## src/rtl/data_mem_arbiter_if.sv

```systemverilog
// Bus bundle between the two requesters (core LSU "C", UART loader "L"),
// the data-memory arbiter and the single-port data memory.
// Ports: C/L request channels (valid/we/addr/wdata -> ready),
//        C/L response channels (rvalid/rdata/err), l_lock, err_sticky,
//        memory side (mem_addr/mem_din/mem_we out, mem_dout in).
interface data_mem_arbiter_if;
    logic        c_valid;
    logic        c_we;
    logic [31:0] c_addr;
    logic [31:0] c_wdata;
    logic        c_ready;
    logic        c_rvalid;
    logic [31:0] c_rdata;
    logic        c_err;

    logic        l_valid;
    logic        l_we;
    logic [31:0] l_addr;
    logic [31:0] l_wdata;
    logic        l_ready;
    logic        l_rvalid;
    logic [31:0] l_rdata;
    logic        l_err;

    logic        l_lock;
    logic        err_sticky;

    logic [31:0] mem_addr;
    logic [31:0] mem_din;
    logic        mem_we;
    logic [31:0] mem_dout;

    // Arbiter side.
    modport slave (
        input  c_valid, c_we, c_addr, c_wdata,
        input  l_valid, l_we, l_addr, l_wdata,
        input  l_lock, mem_dout,
        output c_ready, c_rvalid, c_rdata, c_err,
        output l_ready, l_rvalid, l_rdata, l_err,
        output err_sticky, mem_addr, mem_din, mem_we
    );

    // Requester / memory side.
    modport master (
        output c_valid, c_we, c_addr, c_wdata,
        output l_valid, l_we, l_addr, l_wdata,
        output l_lock, mem_dout,
        input  c_ready, c_rvalid, c_rdata, c_err,
        input  l_ready, l_rvalid, l_rdata, l_err,
        input  err_sticky, mem_addr, mem_din, mem_we
    );
endinterface

```

## src/rtl/data_mem_arbiter.sv

```systemverilog
// Round-robin arbiter (with L-exclusive lock) in front of the data memory.
// Ports: clk, rst (sync, active high), bus (data_mem_arbiter_if.slave).
// One issue per cycle; response and write strobe follow one cycle later.
module data_mem_arbiter #(
    parameter int ADDRW = 6
) (
    input  logic              clk,
    input  logic              rst,
    data_mem_arbiter_if.slave bus
);
    localparam logic PORT_C = 1'b0;
    localparam logic PORT_L = 1'b1;

    logic        gnt_c, gnt_l, issue;
    logic        sel_we, sel_err;
    logic [31:0] sel_addr, sel_wdata;

    logic        p_valid_q, p_valid_d;
    logic        p_port_q, p_port_d;
    logic        p_we_q, p_we_d;
    logic        p_err_q, p_err_d;
    logic        rr_last_q, rr_last_d;
    logic        sticky_q, sticky_d;
    logic [31:0] maddr_q, maddr_d;
    logic [31:0] mdin_q, mdin_d;

    logic resp_ok, good_rd;

    // Grant: lock gives L exclusive access; ties go to the port
    // that was not granted last. Nothing is granted during reset.
    always_comb begin
        gnt_c = 1'b0;
        gnt_l = 1'b0;
        if (!rst) begin
            if (bus.l_lock) begin
                gnt_l = bus.l_valid;
            end else if (bus.c_valid && bus.l_valid) begin
                gnt_c = (rr_last_q == PORT_L);
                gnt_l = (rr_last_q == PORT_C);
            end else begin
                gnt_c = bus.c_valid;
                gnt_l = bus.l_valid;
            end
        end
    end

    assign issue     = gnt_c | gnt_l;
    assign sel_addr  = gnt_l ? bus.l_addr  : bus.c_addr;
    assign sel_wdata = gnt_l ? bus.l_wdata : bus.c_wdata;
    assign sel_we    = gnt_l ? bus.l_we    : bus.c_we;
    assign sel_err   = (|sel_addr[1:0]) | (|sel_addr[31:ADDRW+2]);

    always_comb begin
        p_valid_d = issue;
        p_port_d  = p_port_q;
        p_we_d    = p_we_q;
        p_err_d   = p_err_q;
        rr_last_d = rr_last_q;
        sticky_d  = sticky_q;
        maddr_d   = maddr_q;
        mdin_d    = mdin_q;
        if (issue) begin
            p_port_d  = gnt_l ? PORT_L : PORT_C;
            p_we_d    = sel_we;
            p_err_d   = sel_err;
            rr_last_d = gnt_l ? PORT_L : PORT_C;
            sticky_d  = sticky_q | sel_err;
            // Rejected requests still drive the bus; mem_we stays low.
            maddr_d   = sel_addr;
            mdin_d    = sel_wdata;
        end
    end

    always_ff @(posedge clk) begin
        if (rst) begin
            p_valid_q <= 1'b0;
            p_port_q  <= PORT_C;
            p_we_q    <= 1'b0;
            p_err_q   <= 1'b0;
            rr_last_q <= PORT_L;
            sticky_q  <= 1'b0;
            maddr_q   <= '0;
            mdin_q    <= '0;
        end else begin
            p_valid_q <= p_valid_d;
            p_port_q  <= p_port_d;
            p_we_q    <= p_we_d;
            p_err_q   <= p_err_d;
            rr_last_q <= rr_last_d;
            sticky_q  <= sticky_d;
            maddr_q   <= maddr_d;
            mdin_q    <= mdin_d;
        end
    end

    // Reset in the response cycle cancels both the write and the response.
    assign resp_ok = p_valid_q & ~rst;
    assign good_rd = resp_ok & ~p_we_q & ~p_err_q;

    assign bus.c_ready    = gnt_c;
    assign bus.l_ready    = gnt_l;
    assign bus.mem_addr   = maddr_q;
    assign bus.mem_din    = mdin_q;
    assign bus.mem_we     = resp_ok & p_we_q & ~p_err_q;
    assign bus.err_sticky = sticky_q;

    assign bus.c_rvalid = resp_ok & (p_port_q == PORT_C);
    assign bus.l_rvalid = resp_ok & (p_port_q == PORT_L);
    assign bus.c_err    = bus.c_rvalid & p_err_q;
    assign bus.l_err    = bus.l_rvalid & p_err_q;
    assign bus.c_rdata  = (good_rd && p_port_q == PORT_C) ? bus.mem_dout : '0;
    assign bus.l_rdata  = (good_rd && p_port_q == PORT_L) ? bus.mem_dout : '0;
endmodule

```

## src/flat_wrapper.sv

```systemverilog
// flat-port wrapper written by rule: the top's interface ports become plain ports
module data_mem_arbiter_flat 
#(
    parameter int ADDRW = 6
)
  (clk, rst, bus_c_valid, bus_c_we, bus_c_addr, bus_c_wdata, bus_l_valid, bus_l_we, bus_l_addr, bus_l_wdata, bus_l_lock, bus_mem_dout, bus_c_ready, bus_c_rvalid, bus_c_rdata, bus_c_err, bus_l_ready, bus_l_rvalid, bus_l_rdata, bus_l_err, bus_err_sticky, bus_mem_addr, bus_mem_din, bus_mem_we);
  data_mem_arbiter_if bus_i ();
  input  logic clk;
  input  logic rst;
  input wire logic [$bits(bus_i.c_valid)-1:0] bus_c_valid;
  input wire logic [$bits(bus_i.c_we)-1:0] bus_c_we;
  input wire logic [$bits(bus_i.c_addr)-1:0] bus_c_addr;
  input wire logic [$bits(bus_i.c_wdata)-1:0] bus_c_wdata;
  input wire logic [$bits(bus_i.l_valid)-1:0] bus_l_valid;
  input wire logic [$bits(bus_i.l_we)-1:0] bus_l_we;
  input wire logic [$bits(bus_i.l_addr)-1:0] bus_l_addr;
  input wire logic [$bits(bus_i.l_wdata)-1:0] bus_l_wdata;
  input wire logic [$bits(bus_i.l_lock)-1:0] bus_l_lock;
  input wire logic [$bits(bus_i.mem_dout)-1:0] bus_mem_dout;
  output wire logic [$bits(bus_i.c_ready)-1:0] bus_c_ready;
  output wire logic [$bits(bus_i.c_rvalid)-1:0] bus_c_rvalid;
  output wire logic [$bits(bus_i.c_rdata)-1:0] bus_c_rdata;
  output wire logic [$bits(bus_i.c_err)-1:0] bus_c_err;
  output wire logic [$bits(bus_i.l_ready)-1:0] bus_l_ready;
  output wire logic [$bits(bus_i.l_rvalid)-1:0] bus_l_rvalid;
  output wire logic [$bits(bus_i.l_rdata)-1:0] bus_l_rdata;
  output wire logic [$bits(bus_i.l_err)-1:0] bus_l_err;
  output wire logic [$bits(bus_i.err_sticky)-1:0] bus_err_sticky;
  output wire logic [$bits(bus_i.mem_addr)-1:0] bus_mem_addr;
  output wire logic [$bits(bus_i.mem_din)-1:0] bus_mem_din;
  output wire logic [$bits(bus_i.mem_we)-1:0] bus_mem_we;
  assign bus_i.c_valid = bus_c_valid;
  assign bus_i.c_we = bus_c_we;
  assign bus_i.c_addr = bus_c_addr;
  assign bus_i.c_wdata = bus_c_wdata;
  assign bus_i.l_valid = bus_l_valid;
  assign bus_i.l_we = bus_l_we;
  assign bus_i.l_addr = bus_l_addr;
  assign bus_i.l_wdata = bus_l_wdata;
  assign bus_i.l_lock = bus_l_lock;
  assign bus_i.mem_dout = bus_mem_dout;
  assign bus_c_ready = bus_i.c_ready;
  assign bus_c_rvalid = bus_i.c_rvalid;
  assign bus_c_rdata = bus_i.c_rdata;
  assign bus_c_err = bus_i.c_err;
  assign bus_l_ready = bus_i.l_ready;
  assign bus_l_rvalid = bus_i.l_rvalid;
  assign bus_l_rdata = bus_i.l_rdata;
  assign bus_l_err = bus_i.l_err;
  assign bus_err_sticky = bus_i.err_sticky;
  assign bus_mem_addr = bus_i.mem_addr;
  assign bus_mem_din = bus_i.mem_din;
  assign bus_mem_we = bus_i.mem_we;
  data_mem_arbiter #(.ADDRW(ADDRW)) u_core (.clk(clk), .rst(rst), .bus(bus_i));
endmodule
```

## config.mk

```make
export PLATFORM = sky130hd
export DESIGN_NAME = data_mem_arbiter_flat
export DESIGN_NICKNAME = d
export VERILOG_FILES = /design/src/rtl/data_mem_arbiter_if.sv /design/src/rtl/data_mem_arbiter.sv /design/src/flat_wrapper.sv
export SDC_FILE = /design/constraint.sdc
export NUM_CORES = 1
export LEC_CHECK = 0
export BUFFER_PORTS_ARGS = -buffer_cell sky130_fd_sc_hd__clkbuf_2
export CAP_MARGIN = 20
export CORE_AREA = 2 2 117 119
export CTS_CLUSTER_SIZE = 40
export DETAILED_ROUTE_END_ITERATION = 16
export DIE_AREA = 0 0 119 121
export PLACE_DENSITY_LB_ADDON = 0.3
export SLEW_MARGIN = 20
export SYNTH_ARGS = -nofsm -noshare
export SYNTH_HDL_FRONTEND = slang
export SYNTH_SLANG_ARGS = --single-unit
```

## constraint.sdc

```tcl
create_clock -name clk -period 2.2 [get_ports clk]
set_input_delay 0.11 -clock clk [delete_from_list [all_inputs] [get_ports clk]]
set_output_delay 0.11 -clock clk [all_outputs]
set_load 0.005 [all_outputs]
```

==> results.md <==
- First-pass GRT wire length: 20300 um
- Finish-stage setup viols: 0
- Max clock buf depth: 2
- Crit end category: primary output
- R2R Path End: u_core.bus.mem_din[15]
- RR Startpoint: u_core.rr_last_q
- Area share of the largest cell type after synthesis: around two fifths
- Min-delay src: bus_c_wdata[27]
- Placer Congestion: 0.875
- WHS: 11.6 ps
- Ys flop type: dfxtp_1
- Cell variety after synth: 31
- Hold endpoint: u_core.bus.mem_din[27]
- Count of flip-flops with a built-in enable after synthesis: 0
- Layout cells sized above 1: 46.2%
- TritonCTS clock tree: done
- CTS root buf: clkbuf_16
- Max cap viols: 0
- Setup TNS Final: 0 ps
- Avg WL per Cell: around 15 um
- Startpoint Class: register
- DRT iter0 DRCs: approximately 180
- Vias in the first global route: 4119
- Clock latency on the worst-skew pair: around 330 ps
- Asr flop ratio synth: 0%
- Max FO, Critical Path: 32
- Clock Skew: 5.97 ps
- Syn avg cell area: 8.39 sq um
- Worst Hold Class: primary input to register
- GRT Resource Usage Total: 17.6%
- Postcts setup bufs: 0
- Hold Violations, Final: 0
- Leakage power: ~0.0027 uW
- H-tree depth: 3
- Die W: between 100 and 150 um
- Critical Path RT: around 2100 ps
- Post-DRT Antenna Nets: 0
- Count of input and output buffers: between 300 and 400
- Row count: between 40 and 50
- DIE HEIGHT: 121 um
- Gr ovfl total: 0
- Slew Limit Headroom: around 68%
- CTS sink count: 70
- Drt drc: 0
- Worst reg2reg setup slack: between 500 and 600 ps
- Most numerous cell in the Yosys netlist: dfxtp_1
- Achievable frequency: approximately 550 MHz
- Final Net Count: 880
- Dpl hpwl: between 10000 and 15000 um
- CTS buffer count: 9
- Syn-to-layout area delta: 60.3%
- First-pass iteration count of the detailed router: 5
- Die area: approximately 14000 sq um
- Worst Max-Slew Pin Slew: about 480 ps
- IO Pins: just over 300
- Vias: ~4100
- Mapped Cells: approximately 410
- Peak supply drop: between 0.0003 and 0.0004 V
- Slew Limit Fails: 0
- Largest net degree at the start of global routing: 54
- Syn_nets: 580
- Synth top area cells: dfxtp_1 (40%), and2_1 (12%), a22oi_1 (8.5%)
- Register area share after synthesis: just over 40%
- CP Data Arrival Time: roughly 1700 ps
- Routed vias/inst: 4.63
- RSZ-0062 raised after global routing: no
- Antenna violations before repair: 1
- Final worst path period need: around 1800 ps
- Worst Hold Depth: 3
- Reg2reg path depth: 5
- Outcome: finished clean
- Synth area leader: dfxtp_1
- # fillers: around 1300
- Yosys reg bits: 70
- Critical path type: register to primary output
- Core ar.: around 13000 sq um
- Initial Utilization: 26.5%
- Clock-pin transition on the worst setup and hold timing paths: ~50 ps
- PwrDens: roughly 600 nW/um^2
- Fin crit share: 82.5%
- Drt total wl: between 10000 and 15000 um
- Post-synth top cells: dfxtp_1 (70), and2_1 (66), nand2_1 (41), a21oi_1 (40), a22oi_1 (39)
- Synthesized area: about 3500 sq um
- Ys Warns: 0
[critical path, cell delays in order, from the launching register on]
cell      delay (ps)
dfxtp_1          320
nor2b_1          180
and2_1           180
nor3b_2          160
buf_4            260
and2_1           170
clkbuf_2         110
[metal layers]
layer	wire length, um	track usage, %
met1	4970	19.2
met2	6710	31.8
met3	999	4.75
met4	360	8.04
met5	0	0
[placed cells by master (no fill, tap or decap), types with 5 or more instances in the layout]
cell type        n
clkbuf_2       302
dfxtp_1         70
and2_1          66
nand2_1         41
a21oi_1         40
a22oi_1         39
nor2_1          32
mux2i_1         26
a211oi_1        26
dlygate4sd3_1   13
clkbuf_16        9
buf_4            6
nor4_1           5
nor3_1           5
[repair_timing]
action | in CTS | in global routing
hold buffers | 13 | 0
endpoints found under the hold margin | 13 | 0
gates resized for setup | 0 | 0
[report_power, final]
part,leakage [uW],internal (uW),switching [uW]
sequential,0.000577,1360,56.5
combinational,0.00199,319,295
clock,0.000132,788,519
[worst max path at each step]
stage,end,startpoint,depth (start not counted)
final,bus_l_rdata[26],u_core.p_valid_q,6
after floorplan,u_core.bus.err_sticky,u_core.rr_last_q,6
after global routing,bus_l_rdata[19],u_core.p_valid_q,6
after CTS,bus_l_rdata[26],u_core.p_valid_q,6
after detailed placement,u_core.bus.mem_din[15],u_core.rr_last_q,5
after global placement,u_core.bus.mem_addr[21],u_core.rr_last_q,5
[registers in the layout (all words and copies together) (netlist names)]
register,count
u_core.bus.mem_addr,32
u_core.p_we_q,1
u_core.p_valid_q,1
u_core.p_err_q,1
u_core.bus.err_sticky,1
u_core.p_port_q,1
u_core.bus.mem_din,32
u_core.rr_last_q,1
[kinds of logic (layout without fill, tap and decap cells)]
group                  after synthesis  count (layout)  synth area share (%)
other                                0               1                     0
buffers and inverters               37             342                  5.35
AOI/OAI and AO/OA                  112             112                  21.2
DFF                                 70              70                  40.5
muxes                               26              26                  7.51
and+or+nand+nor                    168             168                  25.4
[through the flow]
stage               power, uW  setup WS [ps]  cell area, sq um  std cells  utilization [%]
floorplan                1700            899              3460        413                -
global placement         2030            635              5150        865             39.3
detailed placement       2040            563              5150        865             39.3
CTS                      3390            378              5550        894             42.4
global route             3520            239              5550        895             42.4
finish                   3330            385              5550        895             42.4
[final cells by class]
| type | count | area [sq um] | share of cell area (%) |
|---|---|---|---|
| Timing Repair Buffer | 324 | 1750 | 31.5 |
| Sequential cell | 70 | 1400 | 25.2 |
| Inverter | 2 | 7.51 | 0.135 |
| Clock inverter | 4 | 22.5 | 0.406 |
| Tap cell | 176 | 220 | 3.97 |
| Multi-Input combinational cell | 306 | 1900 | 34.3 |
| Antenna cell | 1 | 2.50 | 0.0451 |
| Clock buffer | 12 | 246 | 4.44 |
Note: power is estimated with default switching activity, not from simulation.
